**src/rtl/itrx_aib_phy_clk_div_mux_if.sv**
```systemverilog
// Control/status bundle for the AIB PHY clock divider/selector.
// The master drives configuration and switch requests; the slave reports the divided clock and switch status.
interface itrx_aib_phy_clk_div_mux_if #(
  parameter int NUM_CH = 4,
  parameter int CNT_W  = 8
);
  localparam int SEL_W = $clog2(NUM_CH);

  logic [NUM_CH*CNT_W-1:0] div_cfg;
  logic                    en;
  logic [SEL_W-1:0]        sel;
  logic                    sel_req;
  logic                    sel_ack;
  logic                    busy;
  logic [SEL_W-1:0]        active_sel;
  logic                    clk_div_out;

  modport master (
    output div_cfg, en, sel, sel_req,
    input  sel_ack, busy, active_sel, clk_div_out
  );

  modport slave (
    input  div_cfg, en, sel, sel_req,
    output sel_ack, busy, active_sel, clk_div_out
  );
endinterface

```
**src/rtl/itrx_aib_phy_clk_div_mux.sv**
```systemverilog
// Glitch-free N-way clock divider/selector. A ratio switch is committed only at the end of a low phase,
// so the high phase that follows it already runs at the new half-period.
module itrx_aib_phy_clk_div_mux #(
  parameter int NUM_CH  = 4,
  parameter int CNT_W   = 8,
  parameter int RST_SEL = 0
) (
  input logic                    clk,
  input logic                    rst,
  itrx_aib_phy_clk_div_mux_if.slave bus
);
  localparam int SEL_W = $clog2(NUM_CH);

  typedef enum logic [1:0] {S_IDLE, S_RUN, S_STOP} state_t;

  state_t           r_state;
  state_t           w_state_nxt;
  logic             r_out;
  logic [CNT_W-1:0] r_cnt;
  logic [SEL_W-1:0] r_active;
  logic             r_pend;
  logic [SEL_W-1:0] r_pend_sel;
  logic             r_ack;

  logic [CNT_W-1:0] w_h;
  logic [CNT_W-1:0] w_hm1;
  logic             w_term;
  logic             w_out_nxt;
  logic [CNT_W-1:0] w_cnt_nxt;
  logic             w_commit;

  // Half-period of the active channel; a zero field behaves like H=1.
  always_comb begin
    w_h = '0;
    for (int i = 0; i < NUM_CH; i++)
      if (r_active == SEL_W'(i)) w_h = bus.div_cfg[i*CNT_W +: CNT_W];
  end

  assign w_hm1 = (w_h == '0) ? '0 : w_h - CNT_W'(1);
  // Strict equality: if the field shrinks below cnt, the counter runs on through its wrap,
  // so a phase is never shortened.
  assign w_term = (r_cnt == w_hm1);

  // State register
  always_ff @(posedge clk or posedge rst) begin
    if (rst) r_state <= S_IDLE;
    else     r_state <= w_state_nxt;
  end

  // Next-state logic
  always_comb begin
    w_state_nxt = r_state;
    case (r_state)
      S_IDLE: if (bus.en) w_state_nxt = S_RUN;
      S_RUN: begin
        if (!bus.en) begin
          if (!r_out || w_term) w_state_nxt = S_IDLE;
          else                  w_state_nxt = S_STOP;
        end
      end
      S_STOP: if (w_term) w_state_nxt = S_IDLE;
      default: w_state_nxt = S_IDLE;
    endcase
  end

  // Output/datapath logic
  always_comb begin
    w_out_nxt = r_out;
    w_cnt_nxt = r_cnt;
    w_commit  = 1'b0;
    case (r_state)
      S_IDLE: begin
        w_out_nxt = 1'b0;
        w_cnt_nxt = '0;
        w_commit  = r_pend;
      end
      S_RUN: begin
        if (!bus.en && !r_out) begin
          w_cnt_nxt = '0;
        end else if (w_term) begin
          w_out_nxt = ~r_out;
          w_cnt_nxt = '0;
          w_commit  = r_pend && !r_out;
        end else begin
          w_cnt_nxt = r_cnt + CNT_W'(1);
        end
      end
      S_STOP: begin
        if (w_term) begin
          w_out_nxt = 1'b0;
          w_cnt_nxt = '0;
        end else begin
          w_cnt_nxt = r_cnt + CNT_W'(1);
        end
      end
      default: begin
        w_out_nxt = 1'b0;
        w_cnt_nxt = '0;
      end
    endcase
  end

  // A request landing on the commit edge stays pending; the commit takes the older selection.
  always_ff @(posedge clk or posedge rst) begin
    if (rst) begin
      r_out      <= 1'b0;
      r_cnt      <= '0;
      r_active   <= SEL_W'(RST_SEL);
      r_pend     <= 1'b0;
      r_pend_sel <= SEL_W'(RST_SEL);
      r_ack      <= 1'b0;
    end else begin
      r_out  <= w_out_nxt;
      r_cnt  <= w_cnt_nxt;
      r_ack  <= w_commit;
      r_pend <= bus.sel_req | (r_pend & ~w_commit);
      if (w_commit)    r_active   <= r_pend_sel;
      if (bus.sel_req) r_pend_sel <= bus.sel;
    end
  end

  assign bus.clk_div_out = r_out;
  assign bus.sel_ack     = r_ack;
  assign bus.busy        = r_pend;
  assign bus.active_sel  = r_active;
endmodule

```
**src/flat_wrapper.sv**
```systemverilog
// flat-port wrapper written by rule: the top's interface ports become plain ports
module itrx_aib_phy_clk_div_mux_flat 
#(
  parameter int NUM_CH  = 4,
  parameter int CNT_W   = 8,
  parameter int RST_SEL = 0
)
  (clk, rst, bus_div_cfg, bus_en, bus_sel, bus_sel_req, bus_sel_ack, bus_busy, bus_active_sel, bus_clk_div_out);
  itrx_aib_phy_clk_div_mux_if #(.NUM_CH(NUM_CH), .CNT_W(CNT_W)) bus_i ();
  input logic clk;
  input logic rst;
  input wire logic [$bits(bus_i.div_cfg)-1:0] bus_div_cfg;
  input wire logic [$bits(bus_i.en)-1:0] bus_en;
  input wire logic [$bits(bus_i.sel)-1:0] bus_sel;
  input wire logic [$bits(bus_i.sel_req)-1:0] bus_sel_req;
  output wire logic [$bits(bus_i.sel_ack)-1:0] bus_sel_ack;
  output wire logic [$bits(bus_i.busy)-1:0] bus_busy;
  output wire logic [$bits(bus_i.active_sel)-1:0] bus_active_sel;
  output wire logic [$bits(bus_i.clk_div_out)-1:0] bus_clk_div_out;
  assign bus_i.div_cfg = bus_div_cfg;
  assign bus_i.en = bus_en;
  assign bus_i.sel = bus_sel;
  assign bus_i.sel_req = bus_sel_req;
  assign bus_sel_ack = bus_i.sel_ack;
  assign bus_busy = bus_i.busy;
  assign bus_active_sel = bus_i.active_sel;
  assign bus_clk_div_out = bus_i.clk_div_out;
  itrx_aib_phy_clk_div_mux #(.NUM_CH(NUM_CH), .CNT_W(CNT_W), .RST_SEL(RST_SEL)) u_core (.clk(clk), .rst(rst), .bus(bus_i));
endmodule
```
**config.mk**
```make
export PLATFORM = sky130hd
export DESIGN_NAME = itrx_aib_phy_clk_div_mux_flat
export DESIGN_NICKNAME = d
export VERILOG_FILES = /design/src/rtl/itrx_aib_phy_clk_div_mux_if.sv /design/src/rtl/itrx_aib_phy_clk_div_mux.sv /design/src/flat_wrapper.sv
export SDC_FILE = /design/constraint.sdc
export NUM_CORES = 1
export LEC_CHECK = 0
export BUFFER_PORTS_ARGS = -buffer_cell sky130_fd_sc_hd__buf_2
export CELL_PAD_IN_SITES_DETAIL_PLACEMENT = 1
export CELL_PAD_IN_SITES_GLOBAL_PLACEMENT = 2
export CORE_UTILIZATION = 31
export DETAILED_ROUTE_END_ITERATION = 10
export MAX_ROUTING_LAYER = met4
export PLACE_DENSITY = 0.87
export SYNTH_ARGS = -nofsm -noshare
export SYNTH_HDL_FRONTEND = slang
export SYNTH_SLANG_ARGS = --single-unit
```
**constraint.sdc**
```tcl
create_clock -name clk -period 4.36 [get_ports clk]
set_input_delay 0.218 -clock clk [delete_from_list [all_inputs] [get_ports clk]]
set_output_delay 0.218 -clock clk [all_outputs]
set_load 0.02 [all_outputs]
```
* Word level (Yosys, flattened, before mapping)
Index checks and enable logic that the tools add are counted.
W data, S select, Z words.
** Word-level totals
- Bits in registers :: 17
- Input port bits :: 38
- Output and inout bits :: 5
- Word-level logic and storage cells :: 54
** Cells by class
- Add/sub/neg operators :: 2
- Eq/ne operators :: 11
- Mux-type cells :: 20
- Bitwise gates (word level) :: 4
- Reduce and logical (&&, ||, !) cells :: 10
** Operators by type and width (number)
- $mux W8 :: 7
- $pmux W8 S2 :: 1
- $add A8 B1 Y8 const B :: 1
- $eq A8 B8 Y1 :: 1
- $logic_not A8 Y1 :: 1
- $mux W2 :: 4
- $sub A8 B1 Y8 const B :: 1
- $eq A2 B2 Y1 const B :: 3
- $ne A2 B2 Y1 const B :: 3
- $pmux W2 S3 :: 1
- $reduce_and A3 Y1 :: 2
- $mux W1 :: 5
- $eq A2 B1 Y1 const B :: 2
- $logic_not A2 Y1 :: 2
- $ne A2 B1 Y1 const B :: 2
- $pmux W1 S2 :: 2
- $logic_and A1 B1 Y1 :: 2
- $logic_not A1 Y1 :: 2
- $not A1 Y1 :: 2
- $and A1 B1 Y1 :: 1
- $logic_or A1 B1 Y1 :: 1
- $or A1 B1 Y1 :: 1

* Longest topological paths before layout
Gate-level depths: netlist of the first run.
- Word-level depth :: 14
- Mapped depth :: 13
- Mapped depth without buffers :: 11

* Worst setup path before layout of the first run
No wires, ideal clock.
- Path type :: reg-to-reg
- Start :: reg u_core.r_active[0] (netlist: u_core.bus.active_sel[0])
- End :: reg u_core.r_pend (netlist: u_core.bus.busy)
- Library setup time :: 118 ps
- Arrival time :: 3179 ps
- Required time :: 4242 ps
- Slack :: 1063 ps
- Stages on the path, launching flop included :: 13
- Buffers on the path :: 2
- Clock period less this slack :: 3297 ps
- Path through :: dfrtp_1 > buf_6 > mux4_2 > inv_1 > ha_1 > inv_1 > or4_1 > a211o_1 > o211ai_2 > and4_1 > buf_6 > a21oi_2 > a21o_1
** On the way
- Longest elaborated chain between the ends :: 14
- Elaborated cells on any way between the ends :: 18
- Classes of those cells :: add/sub: 1; eq/ne: 4; mux: 8; bitwise: 3; reduce/logical: 2
** Ends and longest elaborated chain
- from (decl) :: line itrx_aib_phy_clk_div_mux.sv:20 : logic [SEL_W-1:0] r_active;
- from (signal assigned) :: line itrx_aib_phy_clk_div_mux.sv:108 : r_active <= SEL_W'(RST_SEL);
- from (signal assigned) :: line itrx_aib_phy_clk_div_mux.sv:117 : if (w_commit) r_active <= r_pend_sel;
- $logic_not A2 Y1 :: line itrx_aib_phy_clk_div_mux.sv:36 : if (r_active == SEL_W'(i)) w_h = bus.div_cfg[i*CNT_W +: CNT_W];
- $mux W8 (3 in series) :: line itrx_aib_phy_clk_div_mux.sv:36
- $mux W8 * :: line itrx_aib_phy_clk_div_mux.sv:36
- $sub A8 B1 Y8 or $logic_not A8 Y1 (tied branches) :: line itrx_aib_phy_clk_div_mux.sv:39 : assign w_hm1 = (w_h == '0) ? '0 : w_h - CNT_W'(1);
- $mux W8 * :: line itrx_aib_phy_clk_div_mux.sv:39
- $eq A8 B8 Y1 * :: line itrx_aib_phy_clk_div_mux.sv:42 : assign w_term = (r_cnt == w_hm1);
- $mux W1 * :: line itrx_aib_phy_clk_div_mux.sv:80 : end else if (w_term) begin
- $mux W1 * :: line itrx_aib_phy_clk_div_mux.sv:78 : if (!bus.en && !r_out) begin
- $pmux W1 S2 * :: line itrx_aib_phy_clk_div_mux.sv:71 : case (r_state)
- $not A1 Y1 * :: line itrx_aib_phy_clk_div_mux.sv:116 : r_pend <= bus.sel_req | (r_pend & ~w_commit);
- $and A1 B1 Y1 * :: line itrx_aib_phy_clk_div_mux.sv:116
- $or A1 B1 Y1 * :: line itrx_aib_phy_clk_div_mux.sv:116
- to (signal assigned) :: line itrx_aib_phy_clk_div_mux.sv:116
- to (decl) :: line itrx_aib_phy_clk_div_mux.sv:21 : logic r_pend;
Mark *: on every way between the ends. The rest lies on a longest branch, timed or not.
A chain may end at the register's enable or synchronous reset.

* Worst setup path after layout of the first run
Ends and elaborated chain as after synthesis.

==> flow_results.org, run 1 <==
** Routing
- Once detail routing completed, the nets flagged for antenna violations numbered 0.
- Wires add up to 3850 um.
- In the final routed layout, each cell accounts on average for 14.1 um.
- The routed layout has 1410 vias.
- After the first detailed-routing iteration, the DRC count stood at 43.
- DRC Markers :: 0
- In the routed layout, each cell is associated on average with a via count of 5.18.
- The first TritonRoute pass finished after 4 iterations.

** Clock network
- In this run the deepest clock path goes through 2 buffers.
- Buffers added to address setup during post-CTS repair amount to 0.
- CTS built an H-tree with a depth of 1.
- Resized Gates After CTS :: 0
- Clk_lat worst skew :: 0.25 ns
- Clock slew seen by the registers of the worst setup and hold paths :: 0.07 ns
- Clock tree from TritonCTS :: yes
- Clock net sink count :: 17
- Clock buffers created by TritonCTS :: 3
- The tree is rooted in a sky130_fd_sc_hd__clkbuf_8.
- Hold-fix buffers at CTS :: 0

** STA
- The number of max-slew violations in the final report came to 0.
- Setup violations remaining at the end of the flow were counted as 0.
- After layout, the worst path uses 81.0% of the clock period.
- Clock Skew :: 0.00408 ns
- The count of endpoints failing hold in the final timing report came to 0.
- Tightest Pin Transition :: 0.666 ns
- Shortest clock period the worst path allows after layout :: 3.53 ns
- Max Clock Freq :: 283 MHz
- Fin Setup TNS :: 0 ns
- Setup repair after global routing missed its margin :: false
- Measured against its own limit, the worst slew margin works out to 55.6%.

** Placement
- At the end of routability-driven placement, the weighted congestion stood at 0.801.
- The count of buffers added on input and output ports is 42.
- Detailed placement ended at an HPWL of 3180 um.

** Logic synthesis
- Syn Area/Cell :: 9.65 sq um
- The most used flip-flop cell after synthesis is sky130_fd_sc_hd__dfrtp_1.
- By area the synthesized netlist is led by sky130_fd_sc_hd__dfrtp_1 27%, sky130_fd_sc_hd__mux4_2 7.2%, sky130_fd_sc_hd__ha_1 4.8%.
- The netlist uses 55 different library cells.
- Of all cell types, the one taking the most synthesized area is sky130_fd_sc_hd__dfrtp_1.
- By count the netlist is led by 17 x sky130_fd_sc_hd__dfrtp_1, 14 x sky130_fd_sc_hd__inv_1, 14 x sky130_fd_sc_hd__nor2_1.
- Synthesis produced a netlist whose cell count is 162.
- Sequential area share after synthesis :: 27.2%
- The synthesized design contains 0 enable-type register cells.
- Yosys synthesis warning count :: 0
- Count leader, synth :: sky130_fd_sc_hd__dfrtp_1
- Total standard cell area after synthesis :: 1560 sq um
- Area share of the largest cell type after synthesis :: 27.2%
- In this run, synthesis produced a sequential element count of 17.
- Synthesized netlist net count :: 206
- Share of async-settable or async-resettable flops after synthesis :: 100%

** Pwr
- The worst-case IR drop observed on VDD is 0.225 mV.
- After layout, the design draws a total of 0.943 mW.
- Leak pwr :: 0.869 nW
- Power spread over the standard cell area amounts to 501 nW/um^2.

** Worst setup path
- Together, buffers and inverters on the worst path number 3.
- Data required time at the worst endpoint :: 4.50 ns
- The critical path in this run is classified as reg2reg.
- The worst setup path is captured at a flip-flop.
- Slowest library cell on the worst path :: sky130_fd_sc_hd__or4_1
- Slowest cell delay on critical path :: 0.55 ns
- The critical path goes through buf_4, mux4_2, inv_1, ha_1, inv_1, or4_1, a211o_1, o211ai_2, and4_1, a21oi_2, a21o_1.
- Most frequent cell on the critical path :: sky130_fd_sc_hd__inv_1
- Endpoint arrival time on the critical path :: 3.67 ns
- R2r setup slk :: 0.83 ns
- The worst setup path is launched from a flip-flop.
- In this design, the largest share of critical-path delay is due to simple AND/OR/NAND/NOR gates.
- Peak fanout along the critical path :: 9

** Floorplanning
- The initial utilization of the core area, before any placement, comes to 32.7%.
- Core region area :: 4790 sq um
- The die covers 5330 sq um.
- 43 I/O pins were placed.
- Placement row count :: 25
- The die is 73.0 um tall.
- The die is 73.0 um wide.

** Flow run
- Max-cap violations :: 0

** Global routing
- Final global-route overflow total :: 0
- Across every metal layer, demand over resource in global routing totals 16.7%.
- Wire length of the first global-routing pass :: 6830 um
- Maximum number of pins on one net before global-route repair :: 18
- Number of global-route vias before repair :: 1495
- Number of antenna violations at the first check in global routing :: 0

** Finish
- 0 antenna diodes ended up in the layout.
- Area Growth Syn to Fin :: 20.2%
- Fraction of layout cells with a size suffix above 1 :: 31.2%
- Nets :: 250

** Status
- The flow ran to the end, and the final reports show no timing, DRC or antenna violations.

** Hold path
- Worst min path class :: in2async
==> metrics by stage <==
step                hold WS, ns  worst slack (ns)  util, %  instance area [sq um]  std cells
global route              0.120             0.569     39.3                   1880        272
CTS                      0.0680             0.797     39.3                   1880        272
detailed placement        0.350             0.810     38.3                   1830        268
finish                   0.0507             0.828     39.3                   1880        272
floorplan                 0.144              1.06        -                   1560        162
global placement          0.349             0.918     38.3                   1830        268
==> cells in the final DEF, fill, tap and decap left out, drive strengths merged, types with 4 or more instances in the layout <==
cell / instances
inv: 14
xnor2: 5
nand2: 11
xor2: 6
buf: 43
nor2: 14
nand3: 8
nor2b: 4
ha: 6
mux2i: 6
dfrtp: 17
mux4: 7
o21ai: 8
==> registers in the layout, summed over array words and instances (netlist names) <==
signal and flops:
u_core.bus.sel_ack 1, u_core.r_pend_sel 2, u_core.bus.clk_div_out 1, u_core.bus.busy 1, u_core.r_cnt 8, u_core.r_state 2, u_core.bus.active_sel 2
==> cell type report <==
| class | instances | area (sq um) |
|---|---|---|
| clock buffers | 3 | 41.3 |
| clock inverters | 1 | 5.00 |
| fillers | 563 | 2910 |
| inverters | 14 | 52.6 |
| multi-input cells | 127 | 1050 |
| flip-flops and latches | 17 | 425 |
| well taps | 67 | 83.8 |
| repair buffers | 43 | 218 |
==> path summary, 6_finish.rpt <==
check                      cells after the start                       end                      from
min                                            2         u_core.r_state[1]                       rst
max reg2reg                                   11           u_core.bus.busy  u_core.bus.active_sel[0]
min in group clk                               2           u_core.bus.busy               bus_sel_req
max in group asynchronous                      2  u_core.bus.active_sel[1]                       rst
min reg2reg                                    2         u_core.r_state[1]         u_core.r_state[1]
max                                           11           u_core.bus.busy  u_core.bus.active_sel[0]
==> layer usage <==
| metal | global-route usage (%) | part of all wire [%] |
|---|---|---|
| met4 | 2.61 | 0.36 |
| met3 | 2.35 | 2.9 |
| met5 | - | 0 |
| met2 | 28.6 | 49 |
| met1 | 21.3 | 48 |
==> kinds of logic after synthesis <==
| logic type | Yosys count | share of synthesized area, % |
|---|---|---|
| AOI/OAI and AO/OA | 35 | 19.1 |
| buffers and inverters | 18 | 5.36 |
| adders and majority gates | 6 | 4.80 |
| xor gates and xnor gates | 11 | 6.16 |
| DFF | 17 | 27.2 |
| and+or+nand+nor | 59 | 20.8 |
| muxes | 16 | 16.6 |
==> power by group <==
part / total (mW) / switching [mW] / internal, mW / leakage, nW
Clock: 0.117 / 0.0534 / 0.0634 / 0.0255
Sequential: 0.226 / 0.0429 / 0.183 / 0.220
Combinational: 0.600 / 0.335 / 0.266 / 0.624
No activity file was read; power rests on OpenSTA's default activity.
==> run 2: changes to the inputs <==
Clock period 4.36 ns to 3.3 ns, I/O delays scaled along.
==> flow_results.org, run 2 (synthesized netlist as in run 1, its figures left out) <==
** Status
- Run status :: finished with violations (was complete, no violations)
- The final reports fail on hold timing.

** Clock network
- Clock tree from TritonCTS :: yes (unchanged)
- Clock buffers created by TritonCTS :: 3 (unchanged)
- Clock net sink count :: 17 (unchanged)
- The post-CTS clock slew at the launch and capture registers of the worst setup and hold paths was 0.07 ns (about the same).
- Clk_lat worst skew :: 0.25 ns (about the same)
- Root buffer cell :: sky130_fd_sc_hd__clkbuf_8 (unchanged)
- Worst-case clock buffer depth :: 2 (unchanged)
- H-Tree Level Count :: 1 (unchanged)

** STA
- The number of max-slew violations in the final report is 0 (unchanged).
- Period utilization :: 95.5% (was 81.0%)
- The fmax came to 317 MHz (was 283 MHz).
- Tightest hold margin :: -0.0164 ns (was 0.0507 ns)
- Final hold violation count :: 17 (was 0)
- The relative slew slack came to 57.1% (was 55.6%).
- The final period demand of the worst path was 3.15 ns (was 3.53 ns).
- Final Worst Setup Slack :: 0.148 ns (was 0.828 ns)
- Total setup violations reported at the end of the flow :: 0 (unchanged)
- The transition time at the pin with the least slew margin was 0.643 ns (was 0.666 ns).
- The worst clock skew came to 0.00341 ns (was 0.00408 ns).

** Floorplanning
- The die boundary width is 73.0 um (unchanged).
- The floorplan die area came to 5330 sq um (unchanged).
- Core region area :: 4790 sq um (unchanged)
- Initial core utilization :: 32.7% (unchanged)
- The die extent in y was 73.0 um (unchanged).
- The number of cell rows came to 25 (unchanged).
- The top-level I/O count is 43 (unchanged).

** Finish
- Most flop-heavy register :: u_core.r_cnt (unchanged)
- Leading cell type in the layout, fill and taps excluded :: sky130_fd_sc_hd__buf_2 (unchanged)
- The count of nets after finishing is 259 (was 250).
- Max reg flops :: 8 (unchanged)
- Top library cells by usage in the layout, fill and taps aside: 42 x sky130_fd_sc_hd__buf_2, 17 x sky130_fd_sc_hd__dfrtp_1, 14 x sky130_fd_sc_hd__nor2_1 (was 42 x sky130_fd_sc_hd__buf_2, 17 x sky130_fd_sc_hd__dfrtp_1, 14 x sky130_fd_sc_hd__nor2_1, 14 x sky130_fd_sc_hd__inv_1, 11 x sky130_fd_sc_hd__nand2_1).
- Fin cells :: 281 (was 272)
- The count of antenna diodes in the layout was 0 (unchanged).
- Area Growth Syn to Fin :: 26.3% (was 20.2%)
- The proportion of layout cells with a drive suffix above 1 is 37.9% (was 31.2%).

** Worst setup path
- Top cell family by delay on the critical path :: simple AND/OR/NAND/NOR gates (unchanged)
- Startpoint-to-endpoint class of the critical path :: reg2reg (unchanged)
- The path depth of the worst reg2reg path is 11 (unchanged).
- Series of cell instances along the critical path: buf_12, mux4_2, inv_2, ha_1, inv_1, or4_4, a211o_1, o211ai_2, and4_4, a21oi_2, a21o_1 (was buf_4, mux4_2, inv_1, ha_1, inv_1, or4_1, a211o_1, o211ai_2, and4_1, a21oi_2, a21o_1).
- Crit end category :: flip-flop (unchanged)
- Count of buffering cells on the critical path with inverters included :: 3 (unchanged)
- Data required time at the worst endpoint :: 3.45 ns (was 4.50 ns)
- The type of element launching the critical path was a flip-flop (unchanged).
- Number of stages on the worst setup path :: 11 (unchanged)
- The largest incremental delay on the critical path came to 0.53 ns (was 0.55 ns).
- The cell with the biggest individual delay on the critical path was sky130_fd_sc_hd__or4_4 (was sky130_fd_sc_hd__or4_1).
- Endpoint arrival time on the critical path :: 3.30 ns (was 3.67 ns)
- Peak fanout along the critical path :: 6 (was 9)

** Routing
- The via density per instance came to 5.20 (was 5.18).
- Count of nets left with antenna violations after detail routing :: 0 (unchanged)
- First-pass detailed-route iteration total :: 4 (unchanged)
- Total detailed-routing wirelength :: 3980 um (was 3850 um)
- DRC Markers :: 0 (unchanged)
- Routed wire per std cell :: 14.2 um (was 14.1 um)
- The violation count after the first detailed-routing iteration is 73 (was 43).
- The via count is 1460 (was 1410).

** Placement
- Worst slack, placed :: 0.0547 ns (was 0.810 ns)
- Dpl cells :: 274 (was 268)
- Half-perimeter wire length after detailed placement :: 3270 um (was 3180 um)
- The total of buffers placed on input and output ports came to 42 (unchanged).
- Final estimated routing congestion in global placement :: 0.813 (was 0.801)

** Global routing
- The pin count of the biggest net entering global routing came to 18 (unchanged).
- The global-route wire length before repair was 6870 um (was 6830 um).
- The total congestion overflow after global routing is 0 (unchanged).
- The number of antenna violations at the first check in global routing is 0 (unchanged).
- Number of global-route vias before repair :: 1545 (was 1495)
- Global-route usage over all layers :: 16.9% (was 16.7%)

** Pwr
- Total power per unit cell area :: 694 nW/um^2 (was 501 nW/um^2)
- Peak supply drop :: 0.321 mV (was 0.225 mV)
- The leakage power was 0.906 nW (was 0.869 nW).

** Flow run
- The number of max-capacitance violations reported is 0 (unchanged).

** Hold path
- The worst min-delay path class is in2async (unchanged).
-- run 2: repair_timing --
| action | CTS | global route |
|---|---|---|
| buffers inserted | 0 | 3 |
| resized for setup | 0 | 10 |
| endpoints found under the hold margin | 0 | 0 |
| hold buffers | 0 | 0 |
| setup endpoints to repair | 0 | 15 |
-- run 2: layout make-up --
cell class	instances	area, sq um
Fill cell	584	2810
Multi-Input combinational cell	127	1070
Sequential cell	17	425
Timing Repair Buffer	52	298
Tap cell	67	83.8
Inverter	14	52.6
Clock buffer	3	41.3
Clock inverter	1	5.00
-- run 2: layer usage --
layer | part of all wire (%) | track usage (%)
met5 | 0 | -
met1 | 44 | 19.8
met2 | 51 | 30.0
met3 | 3.2 | 2.21
met4 | 1.5 | 4.79
-- run 2: power breakdown --
part | total, mW | internal (mW) | switching, mW
combinational | 0.932 | 0.434 | 0.498
clock | 0.158 | 0.0839 | 0.0738
sequential | 0.281 | 0.242 | 0.0396
total | 1.37 | 0.759 | 0.611
-- run 2: path summary, 6_finish.rpt --
check	startpoint	slack, ns	end
min	rst	-0.02	u_core.r_state[1]
min in group clk	bus_sel_req	0.13	u_core.bus.busy
max in group asynchronous	rst	2.90	u_core.r_pend_sel[0]
max	u_core.bus.active_sel[0]	0.15	u_core.bus.busy
max reg2reg	u_core.bus.active_sel[0]	0.15	u_core.bus.busy
min reg2reg	u_core.r_state[1]	0.53	u_core.r_state[1]
-- run 2: metrics by stage --
step	utilization (%)	area, sq um	power, mW	setup TNS, ns	hold WS (ns)
2_1_floorplan	-	1560	0.926	0	0.0911
3_3_place_gp	39.5	1890	1.16	0	0.288
3_5_place_dp	39.5	1890	1.17	0	0.293
4_1_cts	40.5	1940	1.34	0	0.00280
5_1_grt	41.3	1980	1.49	-0.00316	0.0483
6_report	41.3	1980	1.37	0	-0.0164
==> run 3: changes to the inputs <==
Settings changed: REMOVE_ABC_BUFFERS from default to 1.
==> flow_results.org, run 3 (synthesized netlist as in run 1, its figures left out) <==
** Status
- Run status :: complete, no violations (was finished with violations)

** Finish
- The most common cell after layout, fill and taps aside was sky130_fd_sc_hd__buf_2 (unchanged).
- The count of placed standard cells in the final layout, fillers left out was 277 (was 281).
- Fill cell instance count of the final layout :: 581 (was 584)
- The core occupancy in the finished layout is 40.4% (was 41.3%).
- The area occupied by multi-input gates was 1070 sq um (about the same).
- Most flop-heavy register :: u_core.r_cnt (unchanged)
- Area Growth Syn to Fin :: 23.7% (was 26.3%)
- The count of nets after finishing came to 255 (was 259).
- Top library cells by usage in the layout, fill and taps aside: 42 x sky130_fd_sc_hd__buf_2, 16 x sky130_fd_sc_hd__dfrtp_1, 14 x sky130_fd_sc_hd__nor2_1 (was 42 x sky130_fd_sc_hd__buf_2, 17 x sky130_fd_sc_hd__dfrtp_1, 14 x sky130_fd_sc_hd__nor2_1).
- Final standard cell area without fillers :: 1930 sq um (was 1980 sq um)
- Seq. cell area :: 427 sq um (was 425 sq um)
- Fraction of layout cells with a size suffix above 1 :: 35.2% (was 37.9%)
- Max reg flops :: 8 (unchanged)
- Diodes inserted :: 0 (unchanged)

** Hold path
- The worst min-delay path class was in2async (unchanged).

** Placement
- Final estimated routing congestion in global placement :: 0.824 (was 0.813)
- Dpl cells :: 273 (was 274)
- The post-placement cell area came to 1870 sq um (was 1890 sq um).
- Half-perimeter wire length after detailed placement :: 3270 um (about the same)
- Worst slack, placed :: 0.0511 ns (was 0.0547 ns)
- Number of buffers added on ports :: 42 (unchanged)

** STA
- The share of the clock period used by the worst path was 95.7% (was 95.5%).
- The count of endpoints failing hold in the final timing report came to 0 (was 17).
- The hold slack was 0.00310 ns (was -0.0164 ns).
- Max Clock Freq :: 317 MHz (about the same)
- Final Worst Setup Slack :: 0.142 ns (was 0.148 ns)
- Clock Skew :: 0.00655 ns (was 0.00341 ns)
- The total negative slack for setup checks was 0 ns (unchanged).
- The relative slew slack is 53.6% (was 57.1%).
- Max-slew violation count :: 0 (unchanged)
- The final period demand of the worst path is 3.16 ns (was 3.15 ns).
- Setup repair after global routing could not meet its margin everywhere.
- Tightest Pin Transition :: 0.695 ns (was 0.643 ns)
- Total setup violations reported at the end of the flow :: 0 (unchanged)

** Floorplanning
- The placeable core area was 4790 sq um (unchanged).
- The effective utilization at floorplan was 32.7% (unchanged).
- The top-level I/O count came to 43 (unchanged).
- Horizontal extent of the die :: 73.0 um (unchanged)
- The die extent in y came to 73.0 um (unchanged).
- The floorplan die area was 5330 sq um (unchanged).
- The number of cell rows is 25 (unchanged).

** Flow run
- Max-cap violations :: 0 (unchanged)

** Clock network
- Hold-fix buffers at CTS :: 0 (unchanged)
- The number of levels the H-tree was split into is 1 (unchanged).
- Resized Gates After CTS :: 0 (unchanged)
- The clock insertion delay at the later pin of the skew report is 0.26 ns (was 0.25 ns).
- Number of buffers added for setup after CTS :: 0 (unchanged)
- The number of buffers on the longest clock path is 2 (unchanged).
- Clock buffers created by TritonCTS :: 3 (unchanged)
- The CTS tree is yes (unchanged).
- The number of sinks driven by the clock tree was 17 (unchanged).
- Root buffer cell :: sky130_fd_sc_hd__clkbuf_8 (unchanged)
- The post-CTS clock slew at the launch and capture registers of the worst setup and hold paths was 0.07 ns (about the same).

** Pwr
- The power density over cell area is 678 nW/um^2 (was 694 nW/um^2).
- The total power after layout came to 1.31 mW (was 1.37 mW).
- Leak pwr :: 0.891 nW (was 0.906 nW)
- The peak supply drop came to 0.262 mV (was 0.321 mV).

** Worst setup path
- Count of cells along the worst register-to-register path :: 10 (was 11)
- The beginning of the worst register-to-register path is u_core.bus.active_sel[0] (unchanged).
- The critical path arrival is 3.30 ns (about the same).
- The type of element launching the critical path is a flip-flop (unchanged).
- The required time of the worst setup path came to 3.45 ns (about the same).
- Startpoint-to-endpoint class of the critical path :: reg2reg (unchanged)
- The endpoint type of the worst setup path is a flip-flop (unchanged).
- Peak fanout along the critical path :: 6 (unchanged)
- The slack of the worst reg-to-reg path came to 0.14 ns (was 0.15 ns).
- The endpoint of the lowest-slack register-to-register path was u_core.bus.busy (unchanged).

** Global routing
- The global-route wire length before repair came to 7010 um (was 6870 um).
- The number of antenna violations at the first check in global routing was 0 (unchanged).
- Maximum number of pins on one net before global-route repair :: 18 (unchanged)
- The aggregate global-route resource usage came to 17.1% (was 16.9%).
- Number of global-route vias before repair :: 1525 (was 1545)
- Final global-route overflow total :: 0 (unchanged)

** Routing
- Routed wire per std cell :: 14.4 um (was 14.2 um)
- The detailed-routing iteration count for the pre-antenna-repair pass is 4 (unchanged).
- The wire length after detailed routing came to 3980 um (about the same).
- Count of nets left with antenna violations after detail routing :: 0 (unchanged)
- The violation count after the first detailed-routing iteration is 76 (was 73).
- Total via count in the routed design :: 1439 (was 1460)
- The DRC violation count after routing came to 0 (unchanged).
- The via density per instance is 5.19 (was 5.20).
-- run 3: area by class of cell --
| class | count | share of cell area, % |
|---|---|---|
| Sequential cell | 17 | 22.1 |
| Multi-Input combinational cell | 127 | 55.4 |
| Tap cell | 67 | 4.33 |
| Inverter | 14 | 2.72 |
| Clock buffer | 4 | 2.33 |
| Timing Repair Buffer | 48 | 13.2 |
-- run 3: critical path, cell delays in order, from the launching register on --
cell,delay (ns)
sky130_fd_sc_hd__dfrtp_2,0.40
sky130_fd_sc_hd__mux4_1,0.61
sky130_fd_sc_hd__inv_2,0.11
sky130_fd_sc_hd__ha_1,0.17
sky130_fd_sc_hd__inv_1,0.08
sky130_fd_sc_hd__or4_1,0.55
sky130_fd_sc_hd__a211o_1,0.32
sky130_fd_sc_hd__o211ai_2,0.24
sky130_fd_sc_hd__and4_4,0.32
sky130_fd_sc_hd__a21oi_2,0.07
sky130_fd_sc_hd__a21o_1,0.18
-- run 3: routing by layer --
metal / up-vias / wire, um / part of all wire (%) / GRT usage [%]
li1: 707 / - / - / -
met1: 710 / 1810 / 46 / 20.9
met2: 20 / 2050 / 51 / 30.7
met3: 2 / 98 / 2.5 / 2.21
met4: 0 / 22 / 0.55 / 2.61
met5: - / 0 / 0 / -
-- run 3: how the worst max path moves through the flow --
stage                                   startpoint              end
after CTS                 u_core.bus.active_sel[0]  u_core.bus.busy
after global routing      u_core.bus.active_sel[0]  u_core.bus.busy
final                     u_core.bus.active_sel[0]  u_core.bus.busy
after global placement    u_core.bus.active_sel[0]  u_core.bus.busy
after detailed placement  u_core.bus.active_sel[0]  u_core.bus.busy
after floorplan           u_core.bus.active_sel[0]  u_core.bus.busy
-- run 3: power breakdown --
group	total [mW]	internal, mW	switching [mW]
Sequential	0.289	0.243	0.0460
Clock	0.159	0.0858	0.0733
Combinational	0.863	0.391	0.473
Total	1.31	0.720	0.592
